==> src/rtl/hamming_pkg.sv <==
// Shared constants and helpers for the Hamming(66,59) decoder slice.
//   CW_W     : codeword width (positions 1..66)
//   DATA_W   : payload width (CW_W minus parity bits)
//   PARITY_W : parity / syndrome width
//   is_pow2  : true when a Hamming position holds a parity bit
package hamming_pkg;

   localparam int unsigned CW_W     = 66;
   localparam int unsigned DATA_W   = 59;
   localparam int unsigned PARITY_W = 7;

   function automatic logic is_pow2(input int unsigned p);
      return (p != 0) && ((p & (p - 1)) == 0);
   endfunction

endpackage

==> src/rtl/hamming66_correct.sv <==
// Combinational syndrome computation, single-bit correction and payload
// extraction for one codeword.
//   cw        : codeword, index i is Hamming position i+1
//   data      : payload, data[0] is position 3, data[DATA_W-1] the last data position
//   corrected : syndrome in 1..CW_W, that position was flipped
//   uncorr    : syndrome beyond CW_W, payload passed through unmodified
module hamming66_correct #(
   parameter int unsigned CW_W   = hamming_pkg::CW_W,
   parameter int unsigned DATA_W = hamming_pkg::DATA_W
) (
   input  logic [0:CW_W-1]   cw,
   output logic [0:DATA_W-1] data,
   output logic              corrected,
   output logic              uncorr
);

   import hamming_pkg::*;

   logic [PARITY_W-1:0] syn;
   logic [0:CW_W-1]     fixed;

   // XOR-ing each set position number yields, per bit k, the parity of all
   // positions with bit k set.
   always_comb begin
      syn = '0;
      for (int unsigned p = 1; p <= CW_W; p++) begin
         if (cw[p-1]) syn = syn ^ PARITY_W'(p);
      end
   end

   always_comb begin
      corrected = (syn != '0) && (32'(syn) <= CW_W);
      uncorr    = (32'(syn) > CW_W);
   end

   always_comb begin
      fixed = cw;
      for (int unsigned p = 1; p <= CW_W; p++) begin
         fixed[p-1] = cw[p-1] ^ (corrected && (32'(syn) == p));
      end
   end

   // Data bits fill the non-power-of-two positions in ascending order.
   always_comb begin
      int unsigned d;
      data = '0;
      d    = 0;
      for (int unsigned p = 1; p <= CW_W; p++) begin
         if (!is_pow2(p) && (d < DATA_W)) begin
            data[d] = fixed[p-1];
            d++;
         end
      end
   end

endmodule

==> src/rtl/hamming_decoder.sv <==
// Two-stage pipelined Hamming(66,59) decoder with valid/ready handshaking
// and saturating error counters.
//   clk, rst                 : clock, synchronous active-high reset
//   in_data/in_valid/in_ready : received codeword stream
//   out_data/out_valid/out_ready : corrected payload stream
//   out_corrected, out_uncorr : per-frame error flags
//   clr_cnt                  : clears both counters (wins over increment)
//   corr_cnt, uncorr_cnt     : saturating frame counters
module hamming_decoder #(
   parameter int unsigned CW_W   = hamming_pkg::CW_W,
   parameter int unsigned DATA_W = hamming_pkg::DATA_W,
   parameter int unsigned CNT_W  = 16
) (
   input  logic               clk,
   input  logic               rst,
   input  logic [0:CW_W-1]    in_data,
   input  logic               in_valid,
   output logic               in_ready,
   output logic [0:DATA_W-1]  out_data,
   output logic               out_valid,
   input  logic               out_ready,
   output logic               out_corrected,
   output logic               out_uncorr,
   input  logic               clr_cnt,
   output logic [CNT_W-1:0]   corr_cnt,
   output logic [CNT_W-1:0]   uncorr_cnt
);

   import hamming_pkg::*;

   logic              s1_valid;
   logic [0:CW_W-1]   s1_data;
   logic              s2_ready;
   logic              s1_advance;
   logic              out_hs;
   logic [0:DATA_W-1] fix_data;
   logic              fix_corr;
   logic              fix_uncorr;

   assign s2_ready   = !out_valid || out_ready;
   assign s1_advance = s1_valid && s2_ready;
   assign in_ready   = !s1_valid || s1_advance;
   assign out_hs     = out_valid && out_ready;

   // Stage 1: capture the raw codeword.
   always_ff @(posedge clk) begin
      if (rst) begin
         s1_valid <= 1'b0;
         s1_data  <= '0;
      end else if (in_ready) begin
         s1_valid <= in_valid;
         if (in_valid) s1_data <= in_data;
      end
   end

   hamming66_correct #(
      .CW_W   (CW_W),
      .DATA_W (DATA_W)
   ) u_correct (
      .cw        (s1_data),
      .data      (fix_data),
      .corrected (fix_corr),
      .uncorr    (fix_uncorr)
   );

   // Stage 2: corrected payload and flags; held while the consumer stalls.
   always_ff @(posedge clk) begin
      if (rst) begin
         out_valid     <= 1'b0;
         out_data      <= '0;
         out_corrected <= 1'b0;
         out_uncorr    <= 1'b0;
      end else if (s2_ready) begin
         out_valid <= s1_valid;
         if (s1_valid) begin
            out_data      <= fix_data;
            out_corrected <= fix_corr;
            out_uncorr    <= fix_uncorr;
         end
      end
   end

   always_ff @(posedge clk) begin
      if (rst || clr_cnt) begin
         corr_cnt   <= '0;
         uncorr_cnt <= '0;
      end else if (out_hs) begin
         if (out_corrected && (corr_cnt != '1))  corr_cnt   <= corr_cnt + 1'b1;
         if (out_uncorr && (uncorr_cnt != '1))   uncorr_cnt <= uncorr_cnt + 1'b1;
      end
   end

endmodule

==> config.mk <==
export PLATFORM = sky130hd
export DESIGN_NAME = hamming_decoder
export DESIGN_NICKNAME = d
export VERILOG_FILES = /design/src/rtl/hamming_pkg.sv /design/src/rtl/hamming66_correct.sv /design/src/rtl/hamming_decoder.sv
export SDC_FILE = /design/constraint.sdc
export NUM_CORES = 1
export LEC_CHECK = 0
export BUFFER_PORTS_ARGS = -buffer_cell sky130_fd_sc_hd__buf_2
export CELL_PAD_IN_SITES_DETAIL_PLACEMENT = 0
export CELL_PAD_IN_SITES_GLOBAL_PLACEMENT = 1
export CORE_MARGIN = 2
export CORE_UTILIZATION = 42
export DETAILED_ROUTE_END_ITERATION = 8
export GPL_TIMING_DRIVEN = 0
export PLACE_DENSITY_LB_ADDON = 0.1
export SETUP_SLACK_MARGIN = 0.4
export SYNTH_ARGS = -nofsm -noshare
export SYNTH_HDL_FRONTEND = slang
export SYNTH_SLANG_ARGS = --single-unit
==> constraint.sdc <==
create_clock -name clk -period 4.2 [get_ports clk]
set_clock_uncertainty 0.15 [all_clocks]
set_input_delay 0.84 -clock clk [delete_from_list [all_inputs] [get_ports clk]]
set_output_delay 0.84 -clock clk [all_outputs]
set_load 0.02 [all_outputs]
* Yosys cells after proc, flatten, opt, wreduce, memory -nomap -nowiden *
Index checks and enable logic that the tools add are counted.

storage, ports and cells
  bits in registers = 161
  latch bits = 0
  RAM bits = 0
  memory bits (read-only) = 0
  bits of input ports = 71
  output and inout port bits = 95
  logic and storage cells = 337
  memories kept = 0

cells by class
  $add $sub $neg = 2
  $mul = 0
  divide/modulo/power cells = 0
  $lt $le $gt $ge = 2
  equality and inequality tests = 61
  shifts and indexed selects = 0
  muxes and demuxes = 66
  bitwise operators = 124
  reductions and logical operators = 74

operators by type and width
  kind                                                                   number
  7-bit by 6-bit equality test with 1-bit output, second input constant  31
  6-bit two-way mux                                                      32
  7-bit by 5-bit equality test with 1-bit output, second input constant  15
  5-bit two-way mux                                                      16
  1-bit logical AND                                                      64
  3-bit NOT                                                              20
  4-bit NOT                                                              15
  1-bit bitwise XOR                                                      59
  7-bit by 4-bit equality test with 1-bit output, second input constant  7
  2-bit NOT                                                              17
  16-bit by 1-bit adder with 16-bit output, second input constant        2
  4-bit two-way mux                                                      8
  16-bit inequality test, second input constant                          2
  5-bit NOT                                                              6
  7-bit by 3-bit equality test with 1-bit output, second input constant  3
  7-bit two-way mux                                                      3
  7-bit equality test, second input constant                             2
  3-bit two-way mux                                                      4
  2-bit AND reduction                                                    4
  7-bit by 2-bit equality test with 1-bit output, second input constant  1
  7-bit > comparator, second input constant                              1
  7-bit <= comparator, second input constant                             1
  7-bit nonzero test                                                     1
  1-bit NOT, first input constant                                        6
  other kinds (5)                                                        9

* Depth between registers and ports, before layout *
Gate-level depths: netlist (run 1).

  depth in word-level cells = 129
  gate-level depth with buffers = 10
  gate-level depth less buffers = 9

* Cells and area by module *
A second synthesis (run 1) with hierarchy kept.

unflattened totals
  cells, all modules = 1027
  area, all modules = 8383.0 µm²

by module, submodules not included
  module             times used  cells an instance  area an instance (µm²)  sequential area each (µm²)
  hamming_decoder    1           762                6059.6                  3223.1
  hamming66_correct  1           265                2323.5                  0.0

* Least setup slack after synthesis (run 1) *
OpenSTA, ideal clock, no wires.

  path type = flip-flop to flip-flop
  from = register s1_data[28] (netlist name)
  to = register out_data[16] (netlist name)
  library setup time = 0.086 ns
  arrival time = 2.695 ns
  data required time = 3.964 ns
  setup slack = 1.270 ns
  cell stages (with the launch flop) = 11
  path buffers = 1
  period minus slack after synthesis = 2.930 ns
  cells stage by stage = dfxtp_1 > xnor3_1 > xnor2_2 > xnor3_1 > xor2_1 > nor3_1 > o21ai_1 > buf_4 > nor3_2 > xnor2_1 > a211oi_1

on the way
  cells in the longest elaborated chain, start to end = 60
  elaborated cells between the ends (all ways) = 77
  those cells by class = 1 x order compare; 1 x eq/ne; 38 x mux; 34 x bitwise; 3 x reduce/logical

ends and longest elaborated chain
  what                                                             RTL line                 source
  from (decl)                                                      hamming_decoder.sv:32    logic [0:CW_W-1] s1_data;
  from (signal assigned)                                           hamming_decoder.sv:52    if (in_valid) s1_data <= in_data;
  5-bit two-way mux (*)                                            hamming66_correct.sv:27  if (cw[p-1]) syn = syn ^ PARITY_W'(p);
  4-bit NOT (no source line) or 5-bit two-way mux (tied branches)  --
  5-bit two-way mux (*)                                            hamming66_correct.sv:27
  5-bit NOT (no source line) or 5-bit two-way mux (tied branches)  --
  5-bit two-way mux (*)                                            hamming66_correct.sv:27
  6-bit two-way mux (*) (4 in a row)                               hamming66_correct.sv:27
  2-bit NOT (no source line) or 6-bit two-way mux (tied branches)  --
  6-bit two-way mux (*)                                            hamming66_correct.sv:27
  [39 not listed]                                                  --
  6-bit two-way mux (*)                                            hamming66_correct.sv:27
  6-bit NOT (no source line) or 6-bit two-way mux (tied branches)  --
  6-bit two-way mux (*)                                            hamming66_correct.sv:27
  7-bit two-way mux (*) (3 in a row)                               hamming66_correct.sv:27
  7-bit <= comparator or 7-bit nonzero test (tied branches)        hamming66_correct.sv:32  corrected = (syn != '0) && (32'(syn) <= CW_W);
  1-bit logical AND                                                hamming66_correct.sv:32
  1-bit logical AND (*)                                            hamming66_correct.sv:39  fixed[p-1] = cw[p-1] ^ (corrected && (32'(syn) == p));
  1-bit bitwise XOR (*)                                            hamming66_correct.sv:39
  to (signal assigned)                                             hamming_decoder.sv:76    out_data <= fix_data;
  to (decl)                                                        hamming_decoder.sv:19    output logic [0:DATA_W-1] out_data,

Mark *: on every way between the ends. The rest lies on a longest branch, timed or not.
A chain may end at the register's enable or synchronous reset.

* Worst setup path in the final report (run 1) *
  from = register s1_data[46] (netlist name)
  to = register out_data[48] (netlist name)

on the way
  cells in the longest elaborated chain, start to end = 40
  elaborated cells between the ends (all ways) = 44
  those cells by class = 1 x order compare; 1 x eq/ne; 20 x mux; 19 x bitwise; 3 x reduce/logical

ends and longest elaborated chain
  what                                                       RTL line
  6-bit two-way mux (*)                                      hamming66_correct.sv:27
  2-bit NOT (no source line)                                 --
  6-bit two-way mux (*)                                      hamming66_correct.sv:27
  3-bit NOT (no source line)                                 --
  6-bit two-way mux (*)                                      hamming66_correct.sv:27
  3-bit NOT (no source line)                                 --
  6-bit two-way mux (*)                                      hamming66_correct.sv:27
  4-bit NOT (no source line)                                 --
  [22 not listed]                                            --
  6-bit two-way mux (*)                                      hamming66_correct.sv:27
  6-bit NOT (no source line)                                 --
  6-bit two-way mux (*)                                      hamming66_correct.sv:27
  7-bit two-way mux (*) (3 in a row)                         hamming66_correct.sv:27
  7-bit <= comparator or 7-bit nonzero test (tied branches)  hamming66_correct.sv:32
  1-bit logical AND                                          hamming66_correct.sv:32
  1-bit logical AND (*)                                      hamming66_correct.sv:39
  1-bit bitwise XOR (*)                                      hamming66_correct.sv:39

Marks and branches as above.

==> flow_metrics.env, run 1 <==
export IMPL_cts_tree="done"
export IMPL_power_frac_clock_pct=27.2
export IMPL_ios=166
export IMPL_timing_slew_headroom_pct=41.4
export IMPL_antenna_cells=0
export IMPL_setup_violations_final=0
export IMPL_synth_edf_count=0
export IMPL_first_pass_iters=4
export IMPL_grt_pass1_vias=6664
export IMPL_crit_top_cell="xnor2_1"
export IMPL_synth_fp_nets=1007
export IMPL_tns_ns=0
export IMPL_yosys_warnings=0
export IMPL_die_area_um2=20800
export IMPL_p_seq_share_pct=27.6
export IMPL_intPower_mw=3.53
export IMPL_grt_max_degree=17
export IMPL_synth_seq_area_share_pct=39.0
export IMPL_port_buffers=165
export IMPL_htreeDepth=4
export IMPL_crit_path_max_fanout=10
export IMPL_final_area_um2=10100
export IMPL_power_density_nw_per_um2=610
export IMPL_vias=6960
export IMPL_layout_drive_gt1_share_pct=23.7
export IMPL_timing_max_transition_violations_final=0
export IMPL_slowest_delay_ns=0.60
export IMPL_fin_crit_ns=3.65
export IMPL_reg2reg_slack_ns=0.55
export IMPL_status="complete, no violations"
export IMPL_clk_pin_slew_ns=0.06
export IMPL_row_count=51
export IMPL_r2r_start="s1_data[46]"
export IMPL_areaGrowthSynthToFinish_pct=21.8
export IMPL_core_area_um2=19400
export IMPL_seq_area_um2=3220
export IMPL_min_path_type="reg2reg"
export IMPL_worst_setup_path_end_kind="flip-flop"
export IMPL_cts_buffer_depth=2
export IMPL_sw_frac_of_total_pct=42.6
export IMPL_cp_slowest_cell="mux2i_2"
export IMPL_wl_per_cell_um=17.0
export IMPL_cts_inserted_buffers=17
export IMPL_place_gp_congestion=0.878
export IMPL_grt_ovfl_total=0
export IMPL_r2r_end="out_data[48]"
export IMPL_multiInputGateArea_um2=4790
export IMPL_synthCells=934
export IMPL_finalHoldViolCount=0
export IMPL_crit_path_start="s1_data[46]"
export IMPL_clkLatencyLatePin_ns=0.43
export IMPL_dpl_instance_area_um2=9420
export IMPL_clock_sinks=161
export IMPL_reg2reg_depth=10
export IMPL_p_leak_nw=3.82
export IMPL_drc=0
export IMPL_async_flop_share_pct=0
export IMPL_final_antenna_net_count=0
export IMPL_routed_wl_um=23800
export IMPL_root_buffer="clkbuf_16"
export IMPL_critical_path_class="reg2reg"
export IMPL_power_total_mw=6.14
export IMPL_worst_pin_slew_ns=0.879
export IMPL_synth_ff_type="dfxtp_1"
export IMPL_path_cells="xnor2_1 > xnor2_1 > xnor2_1 > xnor2_2 > xnor2_4 > mux2i_2 > buf_2 > nor3_2 > xnor2_1 > a211oi_1"
export IMPL_drt_first_iter_violations=252
export IMPL_ir_worst_vdd_mv=0.491
export IMPL_switching_power_mw=2.61
export IMPL_fmax_mhz=274
export IMPL_synth_ff_latch_count=161
export IMPL_hold_path_depth=2
export IMPL_die_y_um=144
export IMPL_place_hpwl_um=18100
export IMPL_viasPerCell=4.99
export IMPL_final_nets=1191
export IMPL_min_to="s1_data[63]"
export IMPL_yosysUniqueCellTypes=45
export IMPL_drv_cap=0
export IMPL_min_from="s1_data[63]"
export IMPL_grt_pass1_wl_um=36000
export IMPL_fillCellCount=1982
export IMPL_synth_cell_area_um2=8260
export IMPL_comb_power_share_pct=45.2
export IMPL_rsz0062_at_grt="yes"
export IMPL_crit_required_ns=4.39
export IMPL_fp_dieW_um=144
export IMPL_cts_hold_buf=0
export IMPL_arrival_ns=3.84
export IMPL_avgSynthCellArea_um2=8.85
export IMPL_grt_use_total_pct=23.2
export IMPL_final_core_utilization_pct=51.9
export IMPL_antenna_found_initial=0
export IMPL_start_util_pct=42.6
export IMPL_setup_worst_path_start_class="flip-flop"
export IMPL_period_share_pct=87.0
## layer usage
layer  routed length, um  part of all wire (%)  vias up  track usage (%)
li1                    -                     -     3496                -
met1               10800                    45     3229             30.1
met2               11200                    47      194             38.7
met3                1200                   5.1       41             3.87
met4                 632                   2.7        0             8.84
met5                   0                     0        -                0
## stage by stage
step,worst slack (ns),hold WS (ns),cells
after floorplan,1.27,0.299,934
after global placement,0.501,0.308,1364
after detailed placement,0.458,0.310,1364
after CTS,0.436,0.318,1395
after global routing,0.383,0.343,1395
final,0.545,0.316,1395
## cell usage in the layout (no fill, tap or decap), types with 2 or more instances in the layout
cell type | synthesis | routed
buf_2 | 8 | 173
dfxtp_1 | 161 | 161
nand2_1 | 154 | 154
xnor2_1 | 133 | 133
nor2_1 | 105 | 105
a21oi_1 | 71 | 71
a211oi_1 | 56 | 56
clkbuf_1 | 47 | 48
xor2_1 | 45 | 45
nor3_2 | 34 | 34
clkbuf_16 | 0 | 17
nor3_1 | 13 | 13
xnor3_1 | 10 | 10
nand3_1 | 10 | 10
nor4_2 | 9 | 9
nand4_1 | 7 | 7
xnor2_2 | 6 | 6
and2_1 | 5 | 5
mux2i_2 | 4 | 5
mux2i_1 | 6 | 4
a22o_1 | 4 | 4
and4_1 | 4 | 4
and3_1 | 4 | 4
nor4_1 | 4 | 4
nor4b_1 | 4 | 4
bufinv_16 | 0 | 4
clkinv_2 | 0 | 4
buf_6 | 3 | 3
o21ai_1 | 3 | 3
clkbuf_8 | 0 | 3
nor2b_1 | 2 | 2
xnor2_4 | 2 | 2
o21ai_0 | 2 | 2
or3_1 | 2 | 2
ha_1 | 2 | 2
## synthesized netlist by cell type, drive strengths merged, types with 2 or more instances
library cell / n / area, um^2
nor2: 105 / 394
nand3: 10 / 50.1
nand4: 7 / 43.8
and3: 4 / 25.0
buf: 13 / 85.1
xnor3: 11 / 249
nor4b: 4 / 35.0
nand2: 154 / 578
and2: 6 / 37.5
a211oi: 56 / 420
xnor2: 141 / 1320
xor2: 45 / 394
nor2b: 2 / 12.5
clkbuf: 47 / 176
nor3: 47 / 405
a21oi: 72 / 364
and4: 4 / 35.0
dfxtp: 161 / 3220
a22o: 4 / 35.0
ha: 2 / 25.0
or3: 2 / 12.5
mux2i: 10 / 115
o21ai: 6 / 33.8
nor4: 13 / 138
## sequential cells by signal, indices dropped and copies added, names as in the netlist
signal,flops
corr_cnt,16
out_uncorr,1
s1_data,66
out_data,59
out_corrected,1
out_valid,1
uncorr_cnt,16
s1_valid,1
## layout make-up
class,count,share of cell area (%)
Timing Repair Buffer,165,8.21
Buffer,60,2.60
Multi-Input combinational cell,712,47.6
Inverter,1,0.0373
Clock buffer,21,4.67
Clock inverter,10,1.55
Tap cell,265,3.29
Sequential cell,161,32.0
## power by group through the flow
stage               combinational (mW)  sequential [mW]  clock, mW
floorplan                         1.94             1.76          0
global placement                  2.68             1.73          0
detailed placement                2.69             1.73          0
CTS                               2.71             1.69       1.70
global route                      2.94             1.70       1.77
finish                            2.77             1.69       1.67
## critical path, delay by kind of cell, from the launching register on
family	cells	cell delay [ns]
xor gates and xnor gates	6	1.41
DFF	1	0.54
buffers and inverters	1	0.49
AOI/OAI and AO/OA	1	0.26
muxes	1	0.60
and+or+nand+nor	1	0.11
## how the worst max path moves through the flow
stage,endpoint,slack [ns],depth (start not counted)
2_1_floorplan,out_data[16],1.27,10
3_3_place_gp,out_data[35],0.50,10
3_5_place_dp,out_data[39],0.46,10
4_1_cts,out_data[48],0.44,10
5_1_grt,out_data[54],0.38,10
6_report,out_data[48],0.55,10
## what timing repair did
action                                  4_1_cts  5_1_grt
endpoints found under the setup margin        0       30
hold endpoints to repair                      0        0
buffers inserted                              0        0
resized for setup                             0        3
## cell families (layout without fill, tap and decap cells)
family / Yosys count / after routing / synth area share, %
adder cells (fa/ha/maj): 2 / 2 / 0.303
AO/OA/AOI/OAI: 142 / 142 / 10.7
buffers and inverters: 61 / 257 / 3.21
XOR/XNOR: 197 / 197 / 23.7
multiplexers: 10 / 10 / 1.39
flip-flops: 161 / 161 / 39.0
AND/OR/NAND/NOR: 361 / 361 / 21.6
Note: power is estimated with default switching activity, not from simulation.
==> run 2, diff against run 1 <==
--- a/config.mk
+++ b/config.mk
@@ -12,2 +12,3 @@
 export CORE_UTILIZATION = 42
+export CTS_CLUSTER_SIZE = 10
 export DETAILED_ROUTE_END_ITERATION = 8
==> constraint.sdc (replaced) <==
create_clock -name clk -period 4.2 [get_ports clk]
set_clock_uncertainty 0.15 [all_clocks]
set_input_delay 0.21 -clock clk [delete_from_list [all_inputs] [get_ports clk]]
set_output_delay 0.21 -clock clk [all_outputs]
set_load 0.02 [all_outputs]
==> run 2 against run 1 <==
Against the previous run:
- critical path depth did not move
- total power up 0.87%
- flip-flop and latch count unchanged
==> flow_metrics.env, run 2 (synthesized netlist as in run 1, its figures left out) <==
export IMPL_clock_sinks=161
export IMPL_final_nets=1259
export IMPL_largest_register_ffs=66
export IMPL_grt_pass1_vias=7036
export IMPL_min_path_type="in2reg"
export IMPL_place_hpwl_um=18100
export IMPL_r2r_start="s1_data[46]"
export IMPL_critical_path_class="reg2reg"
export IMPL_status="complete, no violations"
export IMPL_ir_worst_vdd_mv=0.490
export IMPL_min_to="corr_cnt[5]"
export IMPL_sw_frac_of_total_pct=42.4
export IMPL_rsz0062_at_grt="yes"
export IMPL_die_area_um2=20800
export IMPL_power_density_nw_per_um2=576
export IMPL_die_y_um=144
export IMPL_fmax_mhz=273
export IMPL_power_frac_clock_pct=27.0
export IMPL_setup_worst_path_start_class="flip-flop"
export IMPL_grt_pass1_wl_um=37400
export IMPL_wl_per_cell_um=16.8
export IMPL_timing_max_transition_violations_final=0
export IMPL_row_count=51
export IMPL_root_buffer="clkbuf_16"
export IMPL_final_core_utilization_pct=55.4
export IMPL_worst_pin_slew_ns=0.859
export IMPL_fp_dieW_um=144
export IMPL_core_area_um2=19400
export IMPL_layout_drive_gt1_share_pct=22.4
export IMPL_switching_power_mw=2.63
export IMPL_cts_tree="done"
export IMPL_antenna_cells=0
export IMPL_layout_common_cells="buf_2, dfxtp_1, nand2_1"
export IMPL_clk_pin_slew_ns=0.06
export IMPL_worst_hold_slack_ns=0.0726
export IMPL_drt_first_iter_violations=326
export IMPL_top_regs="s1_data x66, out_data x59"
export IMPL_routed_wl_um=24500
export IMPL_final_antenna_net_count=0
export IMPL_antenna_found_initial=0
export IMPL_viasPerCell=4.94
export IMPL_start_util_pct=42.6
export IMPL_cts_inserted_buffers=17
export IMPL_mostFrequentLayoutCell="buf_2"
export IMPL_tns_ns=0
export IMPL_intPower_mw=3.57
export IMPL_ios=166
export IMPL_largest_register="s1_data"
export IMPL_grt_use_total_pct=23.9
export IMPL_min_from="clr_cnt"
export IMPL_comb_power_share_pct=45.6
export IMPL_period_share_pct=87.2
export IMPL_first_pass_iters=5
export IMPL_drv_cap=0
export IMPL_final_area_um2=10700
export IMPL_cts_buffer_depth=2
export IMPL_hold_path_depth=4
export IMPL_finalHoldViolCount=0
export IMPL_post_cts_setup_buffer_count=0
export IMPL_worst_setup_path_end_kind="flip-flop"
export IMPL_grt_max_degree=17
export IMPL_place_gp_congestion=0.878
export IMPL_crit_path_max_fanout=10
export IMPL_reg2reg_slack_ns=0.54
export IMPL_timing_slew_headroom_pct=42.7
export IMPL_fin_crit_ns=3.66
export IMPL_p_seq_share_pct=27.4
export IMPL_crit_required_ns=4.39
export IMPL_clkLatencyLatePin_ns=0.43
export IMPL_arrival_ns=3.85
export IMPL_reg2reg_depth=10
export IMPL_drc=0
export IMPL_port_buffers=165
export IMPL_dpl_instance_area_um2=9420
export IMPL_htreeDepth=4
export IMPL_areaGrowthSynthToFinish_pct=30.0
export IMPL_power_total_mw=6.19
export IMPL_grt_ovfl_total=0
export IMPL_setup_violations_final=0
export IMPL_r2r_end="out_data[48]"
export IMPL_p_leak_nw=4.10
export IMPL_vias=7223
-- run 2: cell count changes in the layout (fill, tap and decap cells not counted), sizes merged --
cell,previous run,this run
dlygate4sd3,0,68
-- run 2: critical path, cell delays in order (launching register included) --
cell	delay (ns)
dfxtp_1	0.54
xnor2_1	0.17
xnor2_1	0.43
xnor2_1	0.18
xnor2_2	0.20
xnor2_4	0.30
mux2i_2	0.59
buf_2	0.49
nor3_2	0.11
xnor2_1	0.14
a211oi_1	0.25
-- run 2: how the worst max path moves through the flow --
stage / slack, ns / startpoint / to / depth (start not counted)
3_5_place_dp: 0.46 / s1_data[46] / out_data[39] / 10
6_report: 0.54 / s1_data[46] / out_data[48] / 10
3_3_place_gp: 0.50 / s1_data[46] / out_data[35] / 10
5_1_grt: 0.38 / s1_data[46] / out_data[54] / 10
2_1_floorplan: 1.27 / s1_data[28] / out_data[16] / 10
4_1_cts: 0.44 / s1_data[46] / out_data[48] / 10
-- run 2: what timing repair did --
item                                   CTS  global route
endpoints found under the hold margin   68             0
setup endpoints to repair                0            30
gates resized for setup                  0             3
hold buffers                            68             0
-- run 2: power by group through the flow --
stage	Sequential, mW	Clock (mW)	Combinational [mW]
3_3_place_gp	1.73	0	2.68
2_1_floorplan	1.76	0	1.94
6_report	1.69	1.67	2.83
4_1_cts	1.69	1.70	2.76
3_5_place_dp	1.73	0	2.69
5_1_grt	1.70	1.77	2.99
-- run 2: per-stage QoR --
step | cells | worst slack, ns
after floorplan | 934 | 1.27
after global placement | 1364 | 0.501
after detailed placement | 1364 | 0.458
after CTS | 1463 | 0.436
after global routing | 1463 | 0.383
final | 1463 | 0.540
-- run 2: final cells by class --
class | instances | area [um^2]
Sequential cell | 161 | 3220
Timing Repair Buffer | 233 | 1510
Clock buffer | 21 | 470
Buffer | 60 | 262
Inverter | 1 | 3.75
Clock inverter | 10 | 156
Fill cell | 1919 | 8650
Multi-Input combinational cell | 712 | 4790
Tap cell | 265 | 332
-- run 2: per-layer routing --
layer  global-route usage [%]  up-vias  wire length [um]
li1                         -     3632                 -
met1                     30.5     3359             11000
met2                     41.0      185             11800
met3                     3.77       47              1140
met4                     8.69        0               637
met5                        0        -                 0
==> run 3, diff against run 2 <==
CELL_PAD_IN_SITES_DETAIL_PLACEMENT = 1   (was 0)
==> run 3 against run 2 <==
Against the previous run:
- first-iteration DRC count decreased by 18%
- count of clock-buffer cells in the layout decreased by 4
- critical path depth did not move
- total power shrank 2.0%
- cell area down 0.70%
- setup slack worse by 0.0064 ns
- critical path type unchanged
- largest power group unchanged
- highest routed layer unchanged
==> flow_metrics.env, run 3 (synthesized netlist as in run 1, its figures left out) <==
export IMPL_fmax_mhz=273
export IMPL_die_y_um=144
export IMPL_drc=0
export IMPL_final_core_utilization_pct=55.0
export IMPL_power_density_nw_per_um2=569
export IMPL_cts_tree="done"
export IMPL_crit_path_start="s1_data[46]"
export IMPL_dpl_instance_area_um2=9420
export IMPL_drv_cap=0
export IMPL_cts_buffer_depth=2
export IMPL_worst_pin_slew_ns=0.823
export IMPL_crit_path_max_fanout=10
export IMPL_wl_per_cell_um=18.5
export IMPL_p_leak_nw=4.05
export IMPL_root_buffer="clkbuf_16"
export IMPL_post_cts_setup_buffer_count=0
export IMPL_ios=166
export IMPL_worst_hold_slack_ns=0.0850
export IMPL_final_area_um2=10700
export IMPL_layout_drive_gt1_share_pct=22.5
export IMPL_tns_ns=0
export IMPL_r2r_start="s1_data[46]"
export IMPL_place_hpwl_um=19400
export IMPL_grt_ovfl_total=0
export IMPL_start_util_pct=42.6
export IMPL_critical_path_class="reg2reg"
export IMPL_fin_crit_ns=3.67
export IMPL_arrival_ns=3.87
export IMPL_row_count=51
export IMPL_largest_register_ffs=66
export IMPL_worst_setup_path_end_kind="flip-flop"
export IMPL_power_total_mw=6.07
export IMPL_routed_wl_um=27100
export IMPL_fp_dieW_um=144
export IMPL_timing_max_transition_violations_final=0
export IMPL_min_path_type="in2reg"
export IMPL_port_buffers=165
export IMPL_crit_required_ns=4.40
export IMPL_grt_pass1_vias=7491
export IMPL_final_antenna_net_count=0
export IMPL_top_regs="s1_data x66, out_data x59"
export IMPL_status="complete, no violations"
export IMPL_antenna_found_initial=0
export IMPL_die_area_um2=20800
export IMPL_timing_slew_headroom_pct=45.1
export IMPL_grt_max_degree=17
export IMPL_slowest_delay_ns=0.55
export IMPL_crit_top_cell="xnor2_1"
export IMPL_period_share_pct=87.3
export IMPL_vias=7452
export IMPL_drt_first_iter_violations=266
export IMPL_layout_common_cells="buf_2, dfxtp_1, nand2_1"
export IMPL_setup_worst_path_start_class="flip-flop"
export IMPL_core_area_um2=19400
export IMPL_place_gp_congestion=0.878
export IMPL_grt_use_total_pct=26.4
export IMPL_clock_sinks=161
export IMPL_clk_pin_slew_ns=0.07
export IMPL_path_cells="xnor2_1 > xnor2_1 > xnor2_1 > xnor2_2 > xnor2_4 > mux2i_2 > buf_2 > nor3_1 > xnor2_1 > a211oi_1"
export IMPL_areaGrowthSynthToFinish_pct=29.1
export IMPL_ir_worst_vdd_mv=0.504
export IMPL_cts_inserted_buffers=17
export IMPL_min_from="clr_cnt"
export IMPL_antenna_cells=0
export IMPL_clkLatencyLatePin_ns=0.44
export IMPL_rsz0062_at_grt="yes"
export IMPL_final_nets=1259
export IMPL_grt_pass1_wl_um=41200
export IMPL_mostFrequentLayoutCell="buf_2"
export IMPL_htreeDepth=4
export IMPL_viasPerCell=5.09
export IMPL_largest_register="s1_data"
export IMPL_cp_slowest_cell="dfxtp_1"
export IMPL_setup_violations_final=0
export IMPL_first_pass_iters=4
export IMPL_finalHoldViolCount=0
## run 3: cell count changes in the layout (fill, tap and decap cells not counted), sizes merged
cell / change
inv: +4
clkinv: +1
clkbuf: -4
bufinv: -4
clkinvlp: +4
## run 3: repair_timing
item | CTS | global route
endpoints found under the setup margin | 8 | 24
gates resized for setup | 2 | 3
endpoints found under the hold margin | 68 | 0
hold buffers | 68 | 0
## run 3: worst max-delay path, delay by kind of cell, from the launching register on
family,cells,cell delay (ns)
AOI/OAI and AO/OA,1,0.24
muxes,1,0.52
buffers and inverters,1,0.48
and+or+nand+nor,1,0.14
xor gates and xnor gates,6,1.50
DFF,1,0.55
## run 3: where the power goes
| part | internal [mW] | switching [mW] | leakage (nW) |
|---|---|---|---|
| Sequential | 1.61 | 0.0884 | 1.32 |
| Combinational | 0.944 | 1.97 | 2.47 |
| Clock | 0.760 | 0.701 | 0.254 |
| Total | 3.31 | 2.76 | 4.05 |
## run 3: per-stage QoR
stage / instances / worst slack [ns]
after detailed placement: 1364 / 0.400
after CTS: 1464 / 0.392
after global routing: 1464 / 0.377
after floorplan: 934 / 1.27
final: 1464 / 0.533
after global placement: 1364 / 0.501
## run 3: final timing paths
check        slack, ns  cells past startpoint             to
max reg2reg       0.53                     10   out_data[39]
max               0.53                     10   out_data[39]
min reg2reg       0.32                      2    s1_data[63]
min               0.09                      4  uncorr_cnt[9]
## run 3: cell type report
cell class                      count  area [um^2]
Buffer                             60          262
Clock buffer                       17          425
Clock inverter                     15          109
Fill cell                        2358         8730
Inverter                            1         3.75
Multi-Input combinational cell    712         4810
Sequential cell                   161         3220
Tap cell                          265          332
Timing Repair Buffer              233         1510
## run 3: per-layer routing
metal | vias to the layer above | share of wire (%) | global-route usage, %
met5 | - | 0 | 0
met4 | 0 | 2.0 | 7.31
met3 | 34 | 4.5 | 4.77
met2 | 167 | 51 | 47.4
met1 | 3618 | 43 | 32.4
li1 | 3633 | - | -
